`src/rtl/alu_dispatch.sv`:
```
// -----------------------------------------------------------------------------
// alu_dispatch
//
// Purpose
//   Issues one command at a time to one of NUM_UNITS functional units. An
//   accepted command raises the one-hot enable of its target unit for
//   (cmd_lat + 1) cycles, after which the block returns to IDLE and emits a
//   single-cycle done pulse carrying the index of the unit that finished.
//   A new command may be accepted in the done cycle, so commands with
//   cmd_lat = 0 can be issued every other cycle.
//
// Handshake
//   cmd_valid / cmd_ready follow strict valid/ready rules: a command transfers
//   on a rising CLK edge where both are 1. cmd_ready is a pure decode of the
//   state register (high only in IDLE) and never depends on cmd_valid.
//   The producer holds cmd_sel / cmd_lat stable while cmd_valid is high;
//   whatever is presented while cmd_ready is 0 is ignored.
//
// Configuration
//   ALU_DISPATCH_ERR_EN - when defined, an accepted cmd_sel >= NUM_UNITS is
//                         rejected: err pulses for one cycle, no unit is
//                         enabled and the block stays in IDLE.
//                         When undefined, err is tied to 0 and an
//                         out-of-range select is executed on unit 0.
//
// Parameters
//   NUM_UNITS  number of functional units (2..16)
//   SEL_W      unit-select width, NUM_UNITS <= 2**SEL_W
//   LAT_W      hold-count width
//
// Ports
//   CLK          in   clock, all state changes on the rising edge
//   RST          in   synchronous active-high reset
//   cmd_valid    in   a command is offered
//   cmd_ready    out  block can accept a command (state == IDLE)
//   cmd_sel      in   [SEL_W]     target unit index
//   cmd_lat      in   [LAT_W]     extra hold cycles beyond one
//   unit_en      out  [NUM_UNITS] registered one-hot unit enables
//   busy         out  high while in EXEC
//   done         out  one-cycle completion pulse
//   done_sel     out  [SEL_W]     unit that completed, valid while done = 1
//   err          out  one-cycle out-of-range pulse (ALU_DISPATCH_ERR_EN only)
//   o_dbg_state  out  FSM state (0 = IDLE, 1 = EXEC)
//   o_dbg_cnt    out  [LAT_W]     hold counter
// -----------------------------------------------------------------------------
module alu_dispatch #(
    parameter int NUM_UNITS = 4,
    parameter int SEL_W     = 2,
    parameter int LAT_W     = 4
) (
    input  logic                 CLK,
    input  logic                 RST,
    input  logic                 cmd_valid,
    output logic                 cmd_ready,
    input  logic [SEL_W-1:0]     cmd_sel,
    input  logic [LAT_W-1:0]     cmd_lat,
    output logic [NUM_UNITS-1:0] unit_en,
    output logic                 busy,
    output logic                 done,
    output logic [SEL_W-1:0]     done_sel,
    output logic                 err,
    output logic                 o_dbg_state,
    output logic [LAT_W-1:0]     o_dbg_cnt
);

    typedef enum logic {
        ST_IDLE = 1'b0,
        ST_EXEC = 1'b1
    } state_t;

    // -------------------------------------------------------------------------
    // Registers
    // -------------------------------------------------------------------------
    state_t               r_state;
    logic [LAT_W-1:0]     r_cnt;
    logic [SEL_W-1:0]     r_sel;
    logic [NUM_UNITS-1:0] r_unit_en;
    logic                 r_done;
    logic [SEL_W-1:0]     r_done_sel;

    // -------------------------------------------------------------------------
    // Next-state wires
    // -------------------------------------------------------------------------
    state_t               w_state_nxt;
    logic [LAT_W-1:0]     w_cnt_nxt;
    logic [SEL_W-1:0]     w_sel_nxt;
    logic [NUM_UNITS-1:0] w_unit_en_nxt;
    logic                 w_done_nxt;
    logic [SEL_W-1:0]     w_done_sel_nxt;
    logic                 w_err_nxt;

    logic                 w_accept;
    logic                 w_in_range;
    logic [SEL_W-1:0]     w_sel_eff;
    logic [NUM_UNITS-1:0] w_onehot;

    // -------------------------------------------------------------------------
    // Command decode
    // -------------------------------------------------------------------------
    assign cmd_ready = (r_state == ST_IDLE);
    assign w_accept  = cmd_valid && cmd_ready;

    // Widen to 32 bits so the compare is valid for any SEL_W / NUM_UNITS pair.
    assign w_in_range = (32'(cmd_sel) < 32'(NUM_UNITS));

    // An out-of-range select that is not rejected runs on unit 0; the same
    // substituted index is what later appears on done_sel.
    assign w_sel_eff = w_in_range ? cmd_sel : '0;

    always_comb begin
        w_onehot = '0;
        for (int i = 0; i < NUM_UNITS; i++) begin
            w_onehot[i] = (w_sel_eff == SEL_W'(i));
        end
    end

    // -------------------------------------------------------------------------
    // FSM next state and registered-output next values
    // -------------------------------------------------------------------------
    always_comb begin
        w_state_nxt    = r_state;
        w_cnt_nxt      = r_cnt;
        w_sel_nxt      = r_sel;
        w_unit_en_nxt  = r_unit_en;
        w_done_nxt     = 1'b0;
        w_done_sel_nxt = '0;
        w_err_nxt      = 1'b0;

        unique case (r_state)
            ST_IDLE: begin
                w_unit_en_nxt = '0;
                w_cnt_nxt     = '0;
                if (w_accept) begin
`ifdef ALU_DISPATCH_ERR_EN
                    if (w_in_range) begin
                        w_state_nxt   = ST_EXEC;
                        w_cnt_nxt     = cmd_lat;
                        w_sel_nxt     = w_sel_eff;
                        w_unit_en_nxt = w_onehot;
                    end else begin
                        // Rejected: stay in IDLE so cmd_ready remains high.
                        w_err_nxt = 1'b1;
                    end
`else
                    w_state_nxt   = ST_EXEC;
                    w_cnt_nxt     = cmd_lat;
                    w_sel_nxt     = w_sel_eff;
                    w_unit_en_nxt = w_onehot;
`endif
                end
            end

            ST_EXEC: begin
                // The counter holds the number of enable cycles still to run
                // after the current one, so zero means this is the last one.
                if (r_cnt == '0) begin
                    w_state_nxt    = ST_IDLE;
                    w_unit_en_nxt  = '0;
                    w_done_nxt     = 1'b1;
                    w_done_sel_nxt = r_sel;
                end else begin
                    w_cnt_nxt = r_cnt - LAT_W'(1);
                end
            end

            default: begin
                w_state_nxt   = ST_IDLE;
                w_unit_en_nxt = '0;
                w_cnt_nxt     = '0;
            end
        endcase
    end

    // -------------------------------------------------------------------------
    // State register; reset wins over any simultaneous accept and discards an
    // in-flight command without a done pulse.
    // -------------------------------------------------------------------------
    always_ff @(posedge CLK) begin
        if (RST) begin
            r_state    <= ST_IDLE;
            r_cnt      <= '0;
            r_sel      <= '0;
            r_unit_en  <= '0;
            r_done     <= 1'b0;
            r_done_sel <= '0;
        end else begin
            r_state    <= w_state_nxt;
            r_cnt      <= w_cnt_nxt;
            r_sel      <= w_sel_nxt;
            r_unit_en  <= w_unit_en_nxt;
            r_done     <= w_done_nxt;
            r_done_sel <= w_done_sel_nxt;
        end
    end

`ifdef ALU_DISPATCH_ERR_EN
    logic r_err;

    always_ff @(posedge CLK) begin
        if (RST) begin
            r_err <= 1'b0;
        end else begin
            r_err <= w_err_nxt;
        end
    end

    assign err = r_err;
`else
    logic w_err_unused;

    assign w_err_unused = w_err_nxt;
    assign err          = 1'b0;
`endif

    // -------------------------------------------------------------------------
    // Outputs
    // -------------------------------------------------------------------------
    assign unit_en     = r_unit_en;
    assign busy        = (r_state == ST_EXEC);
    assign done        = r_done;
    assign done_sel    = r_done_sel;
    assign o_dbg_state = r_state;
    assign o_dbg_cnt   = r_cnt;

endmodule
```
`config.mk`:
```
export PLATFORM = sky130hd
export DESIGN_NAME = alu_dispatch
export DESIGN_NICKNAME = d
export VERILOG_FILES = /design/src/rtl/alu_dispatch.sv
export SDC_FILE = /design/constraint.sdc
export NUM_CORES = 1
export LEC_CHECK = 0
export CAP_MARGIN = 10
export CORE_UTILIZATION = 40
export CTS_CLUSTER_DIAMETER = 60
export DETAILED_ROUTE_END_ITERATION = 10
export GPL_ROUTABILITY_DRIVEN = 0
export GPL_TIMING_DRIVEN = 0
export PLACE_DENSITY = 0.84
export SLEW_MARGIN = 25
export SYNTH_ARGS = -nofsm -noshare
export SYNTH_HDL_FRONTEND = slang
export SYNTH_SLANG_ARGS = --single-unit
```
`constraint.sdc`:
```
create_clock -name CLK -period 1.95 [get_ports CLK]
set_clock_uncertainty 0.05 [all_clocks]
set_input_delay 0.2925 -clock CLK [delete_from_list [all_inputs] [get_ports CLK]]
set_output_delay 0.2925 -clock CLK [all_outputs]
set_load 0.005 [all_outputs]
```
After elaboration in Yosys (flattened, before gate mapping)

Cells that the tools add are included.
Widths: inputs -> output; s select.

Add/subtract/negate cells: 1
Equality and inequality tests: 5
Muxes and demuxes: 10
Bitwise gates (word level): 2
Reduce and logical (&&, ||, !) cells: 6

Operators by type and width:

| cell                | count |
|---|---|
| $mux 4              | 4 |
| $pmux 4 s2          | 2 |
| $eq 2x2->1 const B  | 2 |
| $logic_not 4->1     | 1 |
| $sub 4x1->4 const B | 1 |
| $mux 1              | 3 |
| $reduce_or 3->1     | 1 |
| $eq 2x1->1 const B  | 1 |
| $logic_not 2->1     | 1 |
| $ne 2x1->1 const B  | 1 |
| $ne 2x2->1 const B  | 1 |
| $not 1->1           | 2 |
| $pmux 1 s2          | 1 |
| $reduce_and 2->1    | 1 |
| $reduce_or 2->1     | 1 |
| $logic_and 1x1->1   | 1 |

Flip-flop bits (word level): 14
Input bits: 9

Logic depth before layout (Yosys ltp)

Depth after elaboration: 4
Depth in mapped cells: 6
Gate-level depth less buffers: 5

Worst setup path before layout

Ideal clock, no wire load.

Path kind: register to register
From: reg r_cnt[0], in the netlist o_dbg_cnt[0]
To: reg r_cnt[3], in the netlist o_dbg_cnt[3]
Arrival: 1.268 ns
Data required time: 1.762 ns
Slack: 0.494 ns
Stages on the path, launching flop included: 7
Buffers on the path: 1
Cells stage by stage: dfxtp_1 -> inv_1 -> ha_1 -> or3b_1 -> buf_6 -> o21bai_2 -> a211oi_1

Longest elaborated chain between the ends: 3
Elaborated cells between the ends (all ways): 5
Those cells by class: add/sub (1); eq/ne (1); mux (2); reduce/logical (1)

RTL lines:

| what                   | line | text |
|---|---|---|
| from (decl)            | 75   | `logic [LAT_W-1:0] r_cnt;` |
| from (signal assigned) | 188  | `r_cnt <= w_cnt_nxt;` |
| $sub 4x1->4            | 162  | `w_cnt_nxt = r_cnt - LAT_W'(1);` |
| $mux 4                 | 156  | `if (r_cnt == '0) begin` |
| $pmux 4 s2             | 129  | `unique case (r_state)` |

Several ways; a longest one is shown, not always the timed one. The select of a mux whose other input is x is not followed.
A chain may end at the register's enable or synchronous reset.

Final worst setup path

From: reg r_state, in the netlist busy
To: out cmd_ready

Longest elaborated chain between the ends: 1

RTL lines:

| what                   | line | text |
|---|---|---|
| from (decl)            | 74   | `state_t r_state;` |
| from (signal assigned) | 187  | `r_state <= w_state_nxt;` |
| $not 1->1              | --   |  |
| to (decl)              | 54   | `output logic cmd_ready,` |

Every way passes these cells.

==> results.ini <==
[sta]
rsz0062_at_grt = false
min_period_over_period_pct = 87.44
finalHoldViolCount = 0
setup_viol = 0
max_freq_mhz = 586.5
slew_viol_final = 0
period_minus_slack_ns = 1.705
tns_ns = 0

[synthesis]
synth.area.top_cells = dfxtp_1 47%, nor2_1 5.1%, mux2i_1 3.4%
yosys.area.top_type = dfxtp_1
yosysWarnings = 0
synth_cell_types = 27
syn_area_sq_um = 590.6
synth_fp_nets = 70
ys_seq_area_share_pct = 47.46
syn_inst = 60
avgSynthCellArea_sq_um = 9.843
synth_top_area_share_pct = 47.46
ys_ff_latch = 14

[placed_design]
dp_hpwl_um = 962.3
place_area_sq_um = 819.5
numPortBuffers = 21

[clock_network]
cts_tree = yes
cts_setup_buffers = 0
htreeDepth = 1
cts.clk_slew.worst_paths_ns = 0.08
insertion_delay_ns = 0.28
cts_buffers = 3
clock_path_buffers = 2
cts_hold_buf = 0
clockRootBuffer = clkbuf_4
ctsResizeCount = 0
cts.sinks = 14

[cells_and_area]
nNetsFinal = 96
regArea_sq_um = 280.3
drive_above_1_share_pct = 11.76
final_core_util_pct = 64.17
postLayoutCellArea_sq_um = 855.8
syn_to_final_growth_pct = 44.92
fillers = 119
multi_input_area_sq_um = 260.3
diodes = 0

[setup_path]
reg2reg_to = o_dbg_cnt[3]
endpoint_kind = primary output
cp_max_fo = 7
cp_data_required_time_ns = 1.61
worst-r2r-setup-slack_ns = 0.36
worstSetupPathType = reg -> out
r2r-start = o_dbg_cnt[0]
worstPathArrival_ns = 1.36
r2r_cells = 6
crit_path_start_kind = flip-flop

[global_route]
grt_remaining_overflow = 0
grt_pass1_vias = 452
antenna_found_initial = 0
grt_pass1_wl_um = 1869
track_usage_pct = 17.85
grt_max_degree = 11

[min_path]
hold_end = unit_en[2]
hold_path_class = in -> reg
holdPathStages = 2
min_from = RST

[flow_run]
maxCapViolations = 0

[floorplan]
die_w_um = 40.43
rows = 13
coreArea_sq_mm = 0.001334
die_area_sq_mm = 0.001634
io_pins = 24
start_util_pct = 44.28
fp.dieH_um = 40.43

[drt]
dr_total_vias = 515
drt_iter0_drc = 11
wl_per_cell_um = 13.01
ant_nets = 0
vias_per_cell = 5.150
drc = 0
first_pass_iters = 3
routed_wl_um = 1301

[pwr]
worst_ir_drop_vdd_uv = 516.4
power.leakage_nw = 0.3336
cellPowerDensity_mw_per_mm2 = 838.2

[outcome]
status = finished, final reports clean

[registers in the layout, summed over array words and instances (netlist names)]
| signal | cells |
|---|---|
| done_sel | 2 |
| busy | 1 |
| r_sel | 2 |
| o_dbg_cnt | 4 |
| done | 1 |
| unit_en | 4 |
[per-layer routing]
layer | track usage, % | share of wire, % | vias to the layer above
met4 | 5.000 | 0 | 0
met5 | 0 | 0 | -
met1 | 19.46 | 41 | 243
met3 | 8.333 | 5.7 | 0
met2 | 30.56 | 53 | 16
li1 | - | - | 256
[worst max-delay path: stages (launching register included)]
cell	delay, ns
dfxtp_1	0.37
inv_1	0.18
clkdlybuf4s50_1	0.54
[stage by stage]
step                      worst slack (ns)  power (mW)  std cells  hold WS [ns]
after CTS                           0.2358      0.7226        100        0.2576
after global placement              0.2434      0.5091         96        0.3954
final                               0.2449      0.7174        100        0.2617
after detailed placement            0.1986      0.5159         96        0.4067
after floorplan                     0.4942      0.4355         60        0.3583
after global routing                0.1728      0.7585        100        0.2603
[report_power, final]
part | internal, mW | total [mW] | switching [mW]
clock network | 0.114 | 0.208 | 0.0948
logic | 0.105 | 0.185 | 0.0802
registers | 0.306 | 0.324 | 0.0174
total | 0.525 | 0.717 | 0.192
[cell usage in the layout (no fill, tap or decap), drive strengths merged]
cell / Yosys / routed
o2bb2ai: 2 / 2
xnor2: 1 / 1
conb: 1 / 1
a22oi: 2 / 2
a2bb2oi: 1 / 1
nor2b: 1 / 1
nand3: 2 / 2
dfxtp: 14 / 14
o21bai: 1 / 1
nor4bb: 2 / 2
a211oi: 1 / 1
ha: 1 / 1
or3b: 1 / 1
nor2: 8 / 8
clkbuf: 3 / 7
xor2: 1 / 1
nor3: 2 / 2
and2: 2 / 2
a21oi: 2 / 2
mux2i: 2 / 2
clkdlybuf4s50: 0 / 21
nor4b: 1 / 1
buf: 3 / 3
a31oi: 3 / 3
inv: 3 / 3
[how the worst max path moves through the flow]
stage	slack, ns	to	startpoint	cells past startpoint
floorplan	0.49	o_dbg_cnt[3]	o_dbg_cnt[0]	6
global placement	0.24	r_sel[1]	cmd_valid	5
detailed placement	0.20	r_sel[1]	cmd_valid	5
CTS	0.24	cmd_ready	busy	2
global route	0.17	cmd_ready	busy	2
finish	0.24	cmd_ready	busy	2
[kinds of logic (layout without fill, tap and decap cells)]
| kind of cell | count (synthesis) | after routing | synth area share, % |
|---|---|---|---|
| AOI/OAI and AO/OA | 12 | 12 | 15.04 |
| xor gates and xnor gates | 2 | 2 | 2.967 |
| adders and majority gates | 1 | 1 | 2.118 |
| buffers and inverters | 9 | 34 | 8.473 |
| DFF | 14 | 14 | 47.46 |
| muxes | 2 | 2 | 3.390 |
| other | 1 | 1 | 0.6350 |
| and+or+nand+nor | 19 | 19 | 19.92 |
[area by class of cell]
type                    instances  share of cell area (%)
plain buffers                   6                   4.532
well taps                      15                   2.193
flip-flops and latches         14                   32.75
inverters                       3                   1.316
multi-input cells              37                   30.41
repair buffers                 21                   24.56
clock buffers                   4                   4.240
[synth_stat cells]
| library cell | instances |
|---|---|
| xnor2_1 | 1 |
| inv_1 | 3 |
| a31oi_1 | 3 |
| buf_6 | 1 |
| nor4bb_1 | 2 |
| mux2i_1 | 2 |
| xor2_1 | 1 |
| nand3_1 | 2 |
| conb_1 | 1 |
| ha_1 | 1 |
| dfxtp_1 | 14 |
| nor4b_1 | 1 |
| a2bb2oi_1 | 1 |
| nor3_1 | 1 |
| clkbuf_2 | 1 |
| or3b_1 | 1 |
| and2_1 | 2 |
| clkbuf_1 | 2 |
| nor3_4 | 1 |
| a22oi_1 | 2 |
| a21oi_1 | 2 |
| nor2_1 | 8 |
| buf_4 | 2 |
| o21bai_2 | 1 |
| nor2b_1 | 1 |
| a211oi_1 | 1 |
| o2bb2ai_1 | 2 |
(Power assumes the default switching activity.)
